**config.mk**
```make
export PLATFORM = sky130hd
export DESIGN_NAME = lieat_csa_resolve
export DESIGN_NICKNAME = d
export VERILOG_FILES = /design/src/rtl/lieat_csa_resolve.sv
export SDC_FILE = /design/constraint.sdc
export NUM_CORES = 1
export LEC_CHECK = 0
export ABC_AREA = 1
export BUFFER_PORTS_ARGS = -buffer_cell sky130_fd_sc_hd__buf_2
export CAP_MARGIN = 20
export CORE_UTILIZATION = 54
export CTS_CLUSTER_SIZE = 30
export DETAILED_ROUTE_END_ITERATION = 12
export GPL_ROUTABILITY_DRIVEN = 0
export GPL_TIMING_DRIVEN = 0
export HOLD_SLACK_MARGIN = 0.02
export PLACE_DENSITY = 0.88
export SLEW_MARGIN = 20
export SYNTH_ARGS = -nofsm -noshare
export SYNTH_HDL_FRONTEND = slang
export SYNTH_SLANG_ARGS = --single-unit
```
**constraint.sdc**
```tcl
create_clock -name clk -period 3.39 [get_ports clk]
set_clock_uncertainty 0.15 [all_clocks]
set_input_delay 0.1695 -clock clk [delete_from_list [all_inputs] [get_ports clk]]
set_output_delay 0.1695 -clock clk [all_outputs]
set_load 0.05 [all_outputs]
```
**src/rtl/lieat_csa_resolve.sv**
```systemverilog
// Resolves a carry-save pair into a binary sum. The sum is formed by a multi-cycle ripple of CHUNK-bit slices, LSB first.
// Latency is WIDTH/CHUNK cycles from accept to out_valid; out_valid holds, with the result stable, until out_ready is seen.
module lieat_csa_resolve #(
    parameter int WIDTH = 32,
    parameter int CHUNK = 8
) (
    input  logic             clk,
    input  logic             rst_n,
    input  logic             in_valid,
    output logic             in_ready,
    input  logic [WIDTH-1:0] sum_i,
    input  logic [WIDTH-1:0] carry_i,
    output logic             out_valid,
    input  logic             out_ready,
    output logic [WIDTH-1:0] result_o,
    output logic             cout_o
);

    localparam int NCH = WIDTH / CHUNK;
    localparam int IW  = (NCH > 1) ? $clog2(NCH) : 1;
    localparam logic [IW-1:0] LAST = IW'(NCH - 1);

    typedef enum logic [1:0] {IDLE, ADD, DONE} state_t;

    state_t           state;
    logic [WIDTH-1:0] sum_q;
    logic [WIDTH-1:0] carry_q;
    logic [IW-1:0]    idx;
    logic             rc;
    logic [CHUNK-1:0] slice_a;
    logic [CHUNK-1:0] slice_b;
    logic [CHUNK:0]   slice_sum;

    always_comb begin
        slice_a   = sum_q[int'(idx)*CHUNK +: CHUNK];
        slice_b   = carry_q[int'(idx)*CHUNK +: CHUNK];
        slice_sum = {1'b0, slice_a} + {1'b0, slice_b} + {{CHUNK{1'b0}}, rc};
    end

    always_ff @(posedge clk) begin
        if (!rst_n) begin
            state     <= IDLE;
            in_ready  <= 1'b1;
            out_valid <= 1'b0;
            result_o  <= '0;
            cout_o    <= 1'b0;
            sum_q     <= '0;
            carry_q   <= '0;
            idx       <= '0;
            rc        <= 1'b0;
        end else begin
            case (state)
                IDLE: begin
                    if (in_valid) begin
                        sum_q    <= sum_i;
                        carry_q  <= carry_i;
                        idx      <= '0;
                        rc       <= 1'b0;
                        in_ready <= 1'b0;
                        state    <= ADD;
                    end
                end
                ADD: begin
                    result_o[int'(idx)*CHUNK +: CHUNK] <= slice_sum[CHUNK-1:0];
                    rc <= slice_sum[CHUNK];
                    if (idx == LAST) begin
                        cout_o    <= slice_sum[CHUNK];
                        out_valid <= 1'b1;
                        state     <= DONE;
                    end else begin
                        idx <= idx + 1'b1;
                    end
                end
                DONE: begin
                    // Returning to IDLE here keeps accept out of the DONE cycle.
                    if (out_ready) begin
                        out_valid <= 1'b0;
                        in_ready  <= 1'b1;
                        state     <= IDLE;
                    end
                end
                default: begin
                    out_valid <= 1'b0;
                    in_ready  <= 1'b1;
                    state     <= IDLE;
                end
            endcase
        end
    end

endmodule

```
; Word level (Yosys, flattened, before mapping)
; Index checks and enable logic that the tools add are counted.
[word_totals]
word_cells = 50
register_bits = 104
output_inout_bits = 35
in_bits = 68
[classes]
bitwise = 2
shifts = 4
n_mux = 15
add_sub_neg = 4
reduce_logical = 9
eq_ne = 7
[op_table]
columns = op, n
row1 = variable part select 32 x 6 -> 8 bit, 2
row2 = negation 5 -> 33 bit, 1
row3 = variable shift 8 x 33 -> 32 bit (first input constant), 1
row4 = variable part select 8 x 33 -> 32 bit, 1
row5 = bitwise mux 32 bit, 1
row6 = AND reduction 3 bit, 4
row7 = two-way mux 2 bit, 5
row8 = adder 8 x 8 -> 9 bit, 1
row9 = adder 9 x 1 -> 9 bit, 1
row10 = != test 2 bit (second input constant), 4
row11 = case mux 1 bit (3 select lines), 2
row12 = case mux 2 bit (3 select lines), 1
row13 = AND reduction 2 bit, 3
row14 = == test 2 bit (second input constant), 2
row15 = two-way mux 1 bit, 4
row16 = case mux 2 bit (2 select lines), 1
row17 = adder 2 x 1 -> 2 bit (second input constant), 1
row18 = == test 2 x 1 -> 1 bit (second input constant), 1
row19 = zero test 2 bit, 1
row20 = NOT 1 bit, 2
row21 = case mux 1 bit (2 select lines), 1
row22 = nonzero test 2 bit, 1

; Depth between registers and ports, before layout
; Gate-level depths: netlist of the first run.
[depth]
word_depth = 5
ltp_mapped = 17
ltp_nobuf = 15

; Worst setup path before layout of the first run
; OpenSTA, ideal clock, no wires.
[synth_timing]
path_kind = register -> register
start = register idx[0]
end = register result_o[14]
stages_incl_launch_ff = 18
required_ps = 3170
path_slack_ps = 726
synth_period_minus_slack_ps = 2664
path_buffers = 2
setup_ps = 70
arrival_time_ps = 2443
cell_sequence = dfxtp_1 inv_1 buf_2 buf_2 nor2_1 o22ai_1 fa_1 inv_1 fa_1 inv_1 nand2_1 nand2_1 nand3_1 nand3_1 nand3_1 nor2_1 nand2_1 a21oi_1
[synth_between]
elab_chain_cells = 5
elab_cells_between_ends = 8
cone_classes = add/sub: 3 / shift: 4 / mux: 1
[synth_lines]
columns = element, line
row1 = "start, declared", 28  ; logic [IW-1:0] idx;
row2 = "start signal, assigned", 71  ; idx <= idx + 1'b1;
row3 = "variable part select 32 x 6 -> 8 bit, on equally long branches", "35, 36"
row4 = adder 8 x 8 -> 9 bit, 37  ; slice_sum = {1'b0, slice_a} + {1'b0, slice_b} + {{CHUNK{1'b0}}, rc};
row5 = adder 9 x 1 -> 9 bit, 37
row6 = variable part select 8 x 33 -> 32 bit, 64  ; result_o[int'(idx)*CHUNK +: CHUNK] <= slice_sum[CHUNK-1:0];
row7 = bitwise mux 32 bit (*), 64
row8 = "end signal, assigned by index", 64
row9 = "end, declared", 15  ; output logic [WIDTH-1:0] result_o,
; Mark *: on every way between the ends. The rest lies on a longest branch, timed or not.
; A chain may end at the register's enable or synchronous reset.

; Worst setup path in the final report of the first run
; Same ends and word-level chain as after synthesis.

==> summary.md, run 1 <==
| Metric | Value |
|---|---|
| Setup TNS | 0 ns |
| Max VDD drop | 0.238 mV |
| Worst path slowest cell | dfxtp_2 |
| Post-DP HPWL | 9420 um |
| Vias per cell | 5.66 |
| Mux contribution to synthesized area | 0 |
| Initial Utilization | 0.558 |
| Final instance area | 6090 sq um |
| CTS Sinks | 104 |
| GRT overflow | 0 |
| Largest stage delay, worst path | 0.40 ns |
| Post-synthesis adder-cell area fraction | 0.0442 |
| Synth top area cells | dfxtp_1 (45%), nor2_1 (14%), o21ai_0 (8.8%) |
| Vias in the first global route | 4924 |
| Die Area | 8860 sq um |
| # diodes | 0 |
| Initial antenna violation count | 0 |
| Sequential area share after synthesis | 0.454 |
| Endpoints failing setup | 0 |
| Register area | 2080 sq um |
| Max-cap violations | 0 |
| Post-Synth Simple-Gate Area | 0.264 |
| Asr flop ratio synth | 0 |
| DR WL/cell | 16.0 um |
| Gr usage total | 0.340 |
| Core Area | 8220 sq um |
| Final Max Slew Viols | 0 |
| Drt pass-1 iters | 7 |
| Hold_ws | 0.118 ns |
| Setup CP Type | reg -> reg |
| Largest family of logic cells by synthesized area | simple AND/OR/NAND/NOR gates |
| Syn-to-layout area delta | 32.8% |
| FP Rows | 33 |
| Net Count, Synth | 716 |
| Reg clk slew, reported paths | 0.10 ns |
| Filler cell count | 557 |
| EDFF count, synth | 0 |
| Largest net degree at the start of global routing | 19 |
| Synthesized instance count | 633 |
| Count of cell types in the netlist | 31 |
| Buf/Inv on CP | 5 |
| Iter 0 DRT Violations | 442 |
| Pwr dens | 478 nW/um^2 |
| Yosys top cell area share | 0.454 |
| Final Hold Vio Count | 0 |
| Bufs on Longest Clock Path | 2 |
| Reg2reg path depth | 17 |
| CTS Root Cell | clkbuf_8 |
| Worst EP arrival | 3.33 ns |
| Drt total wl | 14700 um |
| Number of synthesized register bits | 104 |
| CTS tree | yes |
| Die H | 94.1 um |
| Nets | 894 |
| Multi-input gate area | 2260 sq um |
| Post-DP Area | 5230 sq um |
| Leading area contributor after synthesis | dfxtp_1 |
| Worst-path cell chain | inv_1, clkbuf_4, clkbuf_4, nor2_1, o22ai_1, fa_1, inv_1, fa_1, inv_1, nand2_1, nand2_1, nand3_1, nand3_1, nand3_1, nor2_1, nand2_1, a21oi_1 |
| Status | completed |
| Post-DRT Antenna Nets | 0 |
| Yosys warns | 0 |
| Via count | 5209 |
| Avg Inst Size Synth | 7.24 sq um |
| DIE WIDTH | 94.1 um |
| Io pins | 103 |
| Critical Path Stages | 17 |
| Max transition margin | 0.634 |
| F_max | 316 MHz |
| Most common cell after layout, fill and taps aside | nor2_1 |
| RSZ-0062 raised after global routing | no |
| Clk Latency, worst-skew pair | 0.38 ns |
| First-pass GRT wire length | 23100 um |
| CP delay by family, top | simple AND/OR/NAND/NOR gates |
| Hold depth | 3 |
| CP Capture Type | flop |
| Worst-Margin Slew | 0.548 ns |
| Commonest non-fill, non-tap cells in the layout | nor2_1 (172), buf_2 (111), dfxtp_1 (102) |
| Post-CTS Setup Inserts | 0 |
| Synthesized area | 4580 sq um |
| Synth Area in Compound Gates | 0.178 |
| Crit path max fanout | 10 |
| Share of layout cells above drive strength 1 | 0.183 |
| HP Class | in -> reg |
| Prevailing post-synth register cell | dfxtp_1 |
| CTS H-tree depth | 3 |
| CTS Buf Count | 9 |
| Worst setup SP type | flop |
| XOR/XNOR Fraction of Synth Area | 0.00573 |
| Period minus WS final | 3.17 ns |
| Port bufs | 102 |
| DRC | 0 |
| Critical Path RT | 3.56 ns |
| LEAKAGE | 2.72 nW |
| Final worst-path cycle share | 0.935 |
routing by layer:
layer,vias up,global-route usage,share of wire
met4,0,0.199,0.050
li1,2432,-,-
met5,-,0,0
met1,2417,0.381,0.38
met3,72,0.0599,0.082
met2,288,0.600,0.49
flip-flops by register name (all words and copies together) (netlist names):
| register | flops |
|---|---|
| in_ready | 1 |
| idx | 2 |
| state | 2 |
| carry_q | 32 |
| out_valid | 1 |
| result_o | 32 |
| sum_q | 32 |
| rc | 1 |
| cout_o | 1 |
through the flow:
step           cells  utilization  total power (W)  setup WS (ns)
6_report         921        0.741          0.00291          0.222
5_1_grt          921        0.741          0.00303         0.0803
4_1_cts          921        0.738          0.00285          0.113
3_5_place_dp     840        0.636          0.00206          0.140
3_3_place_gp     840        0.636          0.00204          0.200
2_1_floorplan    633            -          0.00186          0.726
worst paths after layout:
check,start,end,slack [ns]
worst max-delay path,idx[0]$_SDFFE_PN0P_,result_o[14]$_SDFFE_PN0P_,0.22
worst min-delay path,rst_n,result_o[30]$_SDFFE_PN0P_,0.12
worst max register to register,idx[0]$_SDFFE_PN0P_,result_o[14]$_SDFFE_PN0P_,0.22
worst min register to register,result_o[14]$_SDFFE_PN0P_,result_o[14]$_SDFFE_PN0P_,0.32
logic make-up after synthesis:
group | Yosys count
DFF | 104
and+or+nand+nor | 294
AOI/OAI and AO/OA | 155
buffers and inverters | 62
adders and majority gates | 15
xor gates and xnor gates | 3
Yosys cell counts, types with 2 or more instances:
library cell,number
nand3_1,15
dfxtp_1,104
o22ai_1,14
o21ai_0,81
nor2_1,172
nand2_1,89
clkbuf_1,23
ha_1,13
nand2_2,2
inv_2,2
o21ai_1,15
nand4_1,7
a22oi_1,3
fa_1,2
nor2_2,2
a32oi_1,3
clkinv_1,2
a21oi_1,38
xnor2_1,2
buf_2,11
inv_1,23
worst reg2reg max path: stages, from the launching register on:
cell	delay, ns
dfxtp_2	0.40
inv_1	0.11
clkbuf_4	0.22
clkbuf_4	0.25
nor2_1	0.06
o22ai_1	0.29
fa_1	0.26
inv_1	0.06
fa_1	0.39
inv_1	0.09
nand2_1	0.06
nand2_1	0.08
nand3_1	0.07
nand3_1	0.14
nand3_1	0.09
nor2_1	0.20
nand2_1	0.08
a21oi_1	0.12
power breakdown:
part           internal [W]  switching (W)  total [W]
Sequential          0.00130      0.0000559    0.00136
Clock              0.000298       0.000464   0.000763
Combinational      0.000289       0.000503   0.000792
layout make-up:
| cell class | instances | share of cell area |
|---|---|---|
| timing repair buffer | 167 | 0.191 |
| inverter | 27 | 0.0173 |
| clock inverter | 6 | 0.00822 |
| buffer | 35 | 0.0259 |
| clock buffer | 10 | 0.0226 |
| sequential | 104 | 0.342 |
| multi-input combinational | 467 | 0.371 |
| tap | 105 | 0.0216 |
repair_timing:
item | CTS | global route
endpoints found under the hold margin | 66 | 0
resized for setup | 0 | 12
setup endpoints to repair | 0 | 13
hold buffers | 65 | 0
No activity file was read; power rests on OpenSTA's default activity.
==> run 2, diff against run 1 <==
--- a/config.mk
+++ b/config.mk
@@ -5,7 +5,6 @@
 export SDC_FILE = /design/constraint.sdc
 export NUM_CORES = 1
 export LEC_CHECK = 0
-export ABC_AREA = 1
 export BUFFER_PORTS_ARGS = -buffer_cell sky130_fd_sc_hd__buf_2
 export CAP_MARGIN = 20
 export CORE_UTILIZATION = 54
==> summary.md, run 2 <==
| Metric | Value |
|---|---|
| Status | completed |
| Number of synthesized register bits | 104 (unchanged) |
| Crit path max fanout | 10 (unchanged) |
| Largest net degree at the start of global routing | 17 (-2) |
| Synthesized area | 4550 sq um (-0.76%) |
| Initial antenna violation count | 0 (unchanged) |
| Setup TNS | 0 ns (unchanged) |
| CTS Buf Count | 9 (unchanged) |
| Post-DP HPWL | 9050 um (-3.8%) |
| Gr usage total | 0.367 (+0.0263) |
| Port bufs | 102 (unchanged) |
| Core Area | 8180 sq um (-0.50%) |
| Yosys warns | 0 (unchanged) |
| Vias in the first global route | 4931 (+0.14%) |
| Via count | 4895 (-6.0%) |
| Post-synthesis adder-cell area fraction | 0.0446 (+0.000340) |
| Worst EP arrival | 3.44 ns (+0.11 ns) |
| Comb pwr share | 0.185 (-0.087) |
| Initial Utilization | 0.556 (-0.00147) |
| Post-DRT Antenna Nets | 0 (unchanged) |
| Prevailing post-synth register cell | dfxtp_1 |
| Count of cell types in the netlist | 47 (+52%) |
| CTS H-tree depth | 3 (unchanged) |
| First-pass GRT wire length | 24300 um (+5.4%) |
| CTS Root Cell | clkbuf_8 |
| Commonest non-fill, non-tap cells in the layout | nand2_1 (147), dfxtp_1 (104), buf_2 (103) |
| Drt pass-1 iters | 6 (-1) |
| Max-cap violations | 0 (unchanged) |
| Worst R2R Start | idx[1]$_SDFFE_PN0P_ |
| Biggest regs | carry_q (32), result_o (32), sum_q (32) |
| Critical Path RT | 3.54 ns (-0.02 ns) |
| Reg clk slew, reported paths | 0.10 ns (about the same) |
| DRC | 0 (unchanged) |
| Leading area contributor after synthesis | dfxtp_1 |
| Worst-path cell chain | clkbuf_4, clkbuf_4, mux4_2, fa_2, inv_1, fa_1, nand2b_1, a21oi_4, o311a_1, o21ai_0 |
| Period minus WS final | 3.29 ns (+0.122 ns) |
| Clock share of power | 0.296 (+0.034) |
| # diodes | 0 (unchanged) |
| Max VDD drop | 0.232 mV (-2.7%) |
| Synth Area in Compound Gates | 0.171 (-0.00716) |
| Final worst-path cycle share | 0.971 (+0.0360) |
| Worst path slowest cell | o311a_1 |
| GRT overflow | 0 (unchanged) |
| Post-CTS Setup Inserts | 0 (unchanged) |
| EDFF count, synth | 0 (unchanged) |
| Setup CP Type | reg -> reg |
| Most common cell after layout, fill and taps aside | nand2_1 |
| Iter 0 DRT Violations | 408 (-7.7%) |
| Sw power | 0.000726 W (-29%) |
| F_max | 304 MHz (-3.7%) |
| Largest family of logic cells by synthesized area | simple AND/OR/NAND/NOR gates |
| Largest stage delay, worst path | 0.43 ns (+0.03 ns) |
| Post-DP Area | 5190 sq um (-0.67%) |
| XOR/XNOR Fraction of Synth Area | 0.00385 (-0.00188) |
| Sequential area share after synthesis | 0.458 (+0.00350) |
| Bufs on Longest Clock Path | 2 (unchanged) |
| Most numerous cell in the Yosys netlist | nand2_1 |
| Io pins | 103 (unchanged) |
| Hold Path Origin | rst_n |
| Worst setup SP type | flop |
| Int Pwr | 0.00179 W (-5.5%) |
| Switch share | 0.289 (-0.0622) |
| Final Max Slew Viols | 0 (unchanged) |
| Max transition margin | 0.406 (-0.229) |
| Net Count, Synth | 611 (-15%) |
| Crit path from | idx[1]$_SDFFE_PN0P_ |
| Pwr dens | 413 nW/um^2 (-14%) |
| Final instance area | 6080 sq um (about the same) |
| Share of layout cells above drive strength 1 | 0.208 (+0.0253) |
| CTS Sinks | 104 (unchanged) |
| Clk Latency, worst-skew pair | 0.37 ns (about the same) |
| Post-Synth Simple-Gate Area | 0.207 (-0.0563) |
| Register share of total power | 0.519 (+0.053) |
| LEAKAGE | 2.45 nW (-10%) |
| FP Rows | 33 (unchanged) |
| Synthesized instance count | 528 (-17%) |
| Final Hold Vio Count | 0 (unchanged) |
| DIE WIDTH | 93.8 um (-0.38%) |
| DR WL/cell | 18.6 um (+16%) |
| Avg Inst Size Synth | 8.62 sq um (+19%) |
| Synth top area cells | dfxtp_1 (46%), nand2_1 (12%), a21oi_1 (8.7%) |
| CTS tree | yes |
| Die H | 93.8 um (-0.38%) |
| Mux contribution to synthesized area | 0.0792 (+0.0792) |
| Most common cell on crit path | clkbuf_4 |
| Synth cell count leaders | nand2_1 (147), dfxtp_1 (104), a21oi_1 (79), clkbuf_1 (28), nor2_1 (20) |
| CP Capture Type | flop |
| Vias per cell | 5.99 (+5.9%) |
| Die Area | 8800 sq um (-0.75%) |
| Drt total wl | 15200 um (+3.1%) |
| Yosys top cell area share | 0.458 (+0.00350) |
| Worst-Margin Slew | 0.879 ns (+0.331 ns) |
| Asr flop ratio synth | 0 (unchanged) |
| Nets | 790 (-12%) |
| Endpoints failing setup | 0 (unchanged) |
| Syn-to-layout area delta | 33.7% |
| HP Class | in -> reg |
[run 2: changes by cell type after synthesis, moves of 7 or more]
cell     delta
a21oi_1    +41
nand2_1    +58
o21ai_0    -64
buf_2       -9
mux4_2     +16
nor2_1    -152
o21ai_1    -15
o22ai_1    -14
nand4_1     -7
inv_1      -16
[run 2: kinds of logic after synthesis]
family / count (synthesis)
adder cells (fa/ha/maj): 15
AO/OA/AOI/OAI: 133
multiplexers: 16
AND/OR/NAND/NOR: 215
XOR/XNOR: 2
buffers and inverters: 43
flip-flops: 104
[run 2: worst paths after layout]
path / to / slack [ns] / depth (start not counted)
hold reg to reg: carry_q[30]$_SDFFE_PN0P_ / 0.31 / 2
setup reg to reg: result_o[6]$_SDFFE_PN0P_ / 0.1 / 10
hold / removal: state[0]$_SDFFE_PN0P_ / 0.06 / 3
setup / recovery: result_o[6]$_SDFFE_PN0P_ / 0.1 / 10
[run 2: what timing repair did]
action / in CTS / in global routing
setup endpoints to repair: 31 / 23
hold buffers: 66 / 0
cloned: 0 / 0
resized for setup: 6 / 14
hold endpoints to repair: 66 / 0
[run 2: through the flow]
| stage | instances | util | worst slack, ns | total power [W] | hold WS [ns] |
|---|---|---|---|---|---|
| finish | 817 | 0.744 | 0.100 | 0.00251 | 0.0606 |
| global route | 817 | 0.744 | -0.00453 | 0.00260 | 0.0553 |
| CTS | 817 | 0.740 | 0.00948 | 0.00246 | 0.0460 |
| detailed placement | 735 | 0.635 | -0.597 | 0.00170 | 0.266 |
| global placement | 735 | 0.635 | -0.515 | 0.00168 | 0.261 |
| floorplan | 528 | - | 0.214 | 0.00157 | 0.155 |
[run 2: area by class of cell]
class                           count  area [sq um]
Multi-Input combinational cell    381          2320
Fill cell                         552          2090
Sequential cell                   104          2080
Timing Repair Buffer              168          1170
Buffer                             35           161
Clock buffer                       13           159
Tap cell                          105           131
Inverter                            8          30.0
Clock inverter                      3          26.3
[run 2: worst max-delay path, delay by kind of cell, from the launching register on]
kind / cells / cell delay [ns]
simple gates: 1 / 0.22
compound gates: 3 / 0.73
mux: 1 / 0.40
fa+ha+maj: 2 / 0.64
flops: 1 / 0.42
buf+inv: 3 / 0.67
[run 2: per-layer routing]
layer  GRT usage  vias up  wire [um]
met1       0.397     2279       5420
met5           0        -          0
met3       0.103       92       1480
met4       0.214        0        788
met2       0.636      338       7520
li1            -     2186          -
[run 2: power by group through the flow]
stage,Sequential (W),Combinational [W],Clock (W)
3_5_place_dp,0.00133,0.000370,0
2_1_floorplan,0.00134,0.000234,0
4_1_cts,0.00130,0.000432,0.000731
5_1_grt,0.00131,0.000497,0.000794
3_3_place_gp,0.00132,0.000357,0
6_report,0.00130,0.000465,0.000743
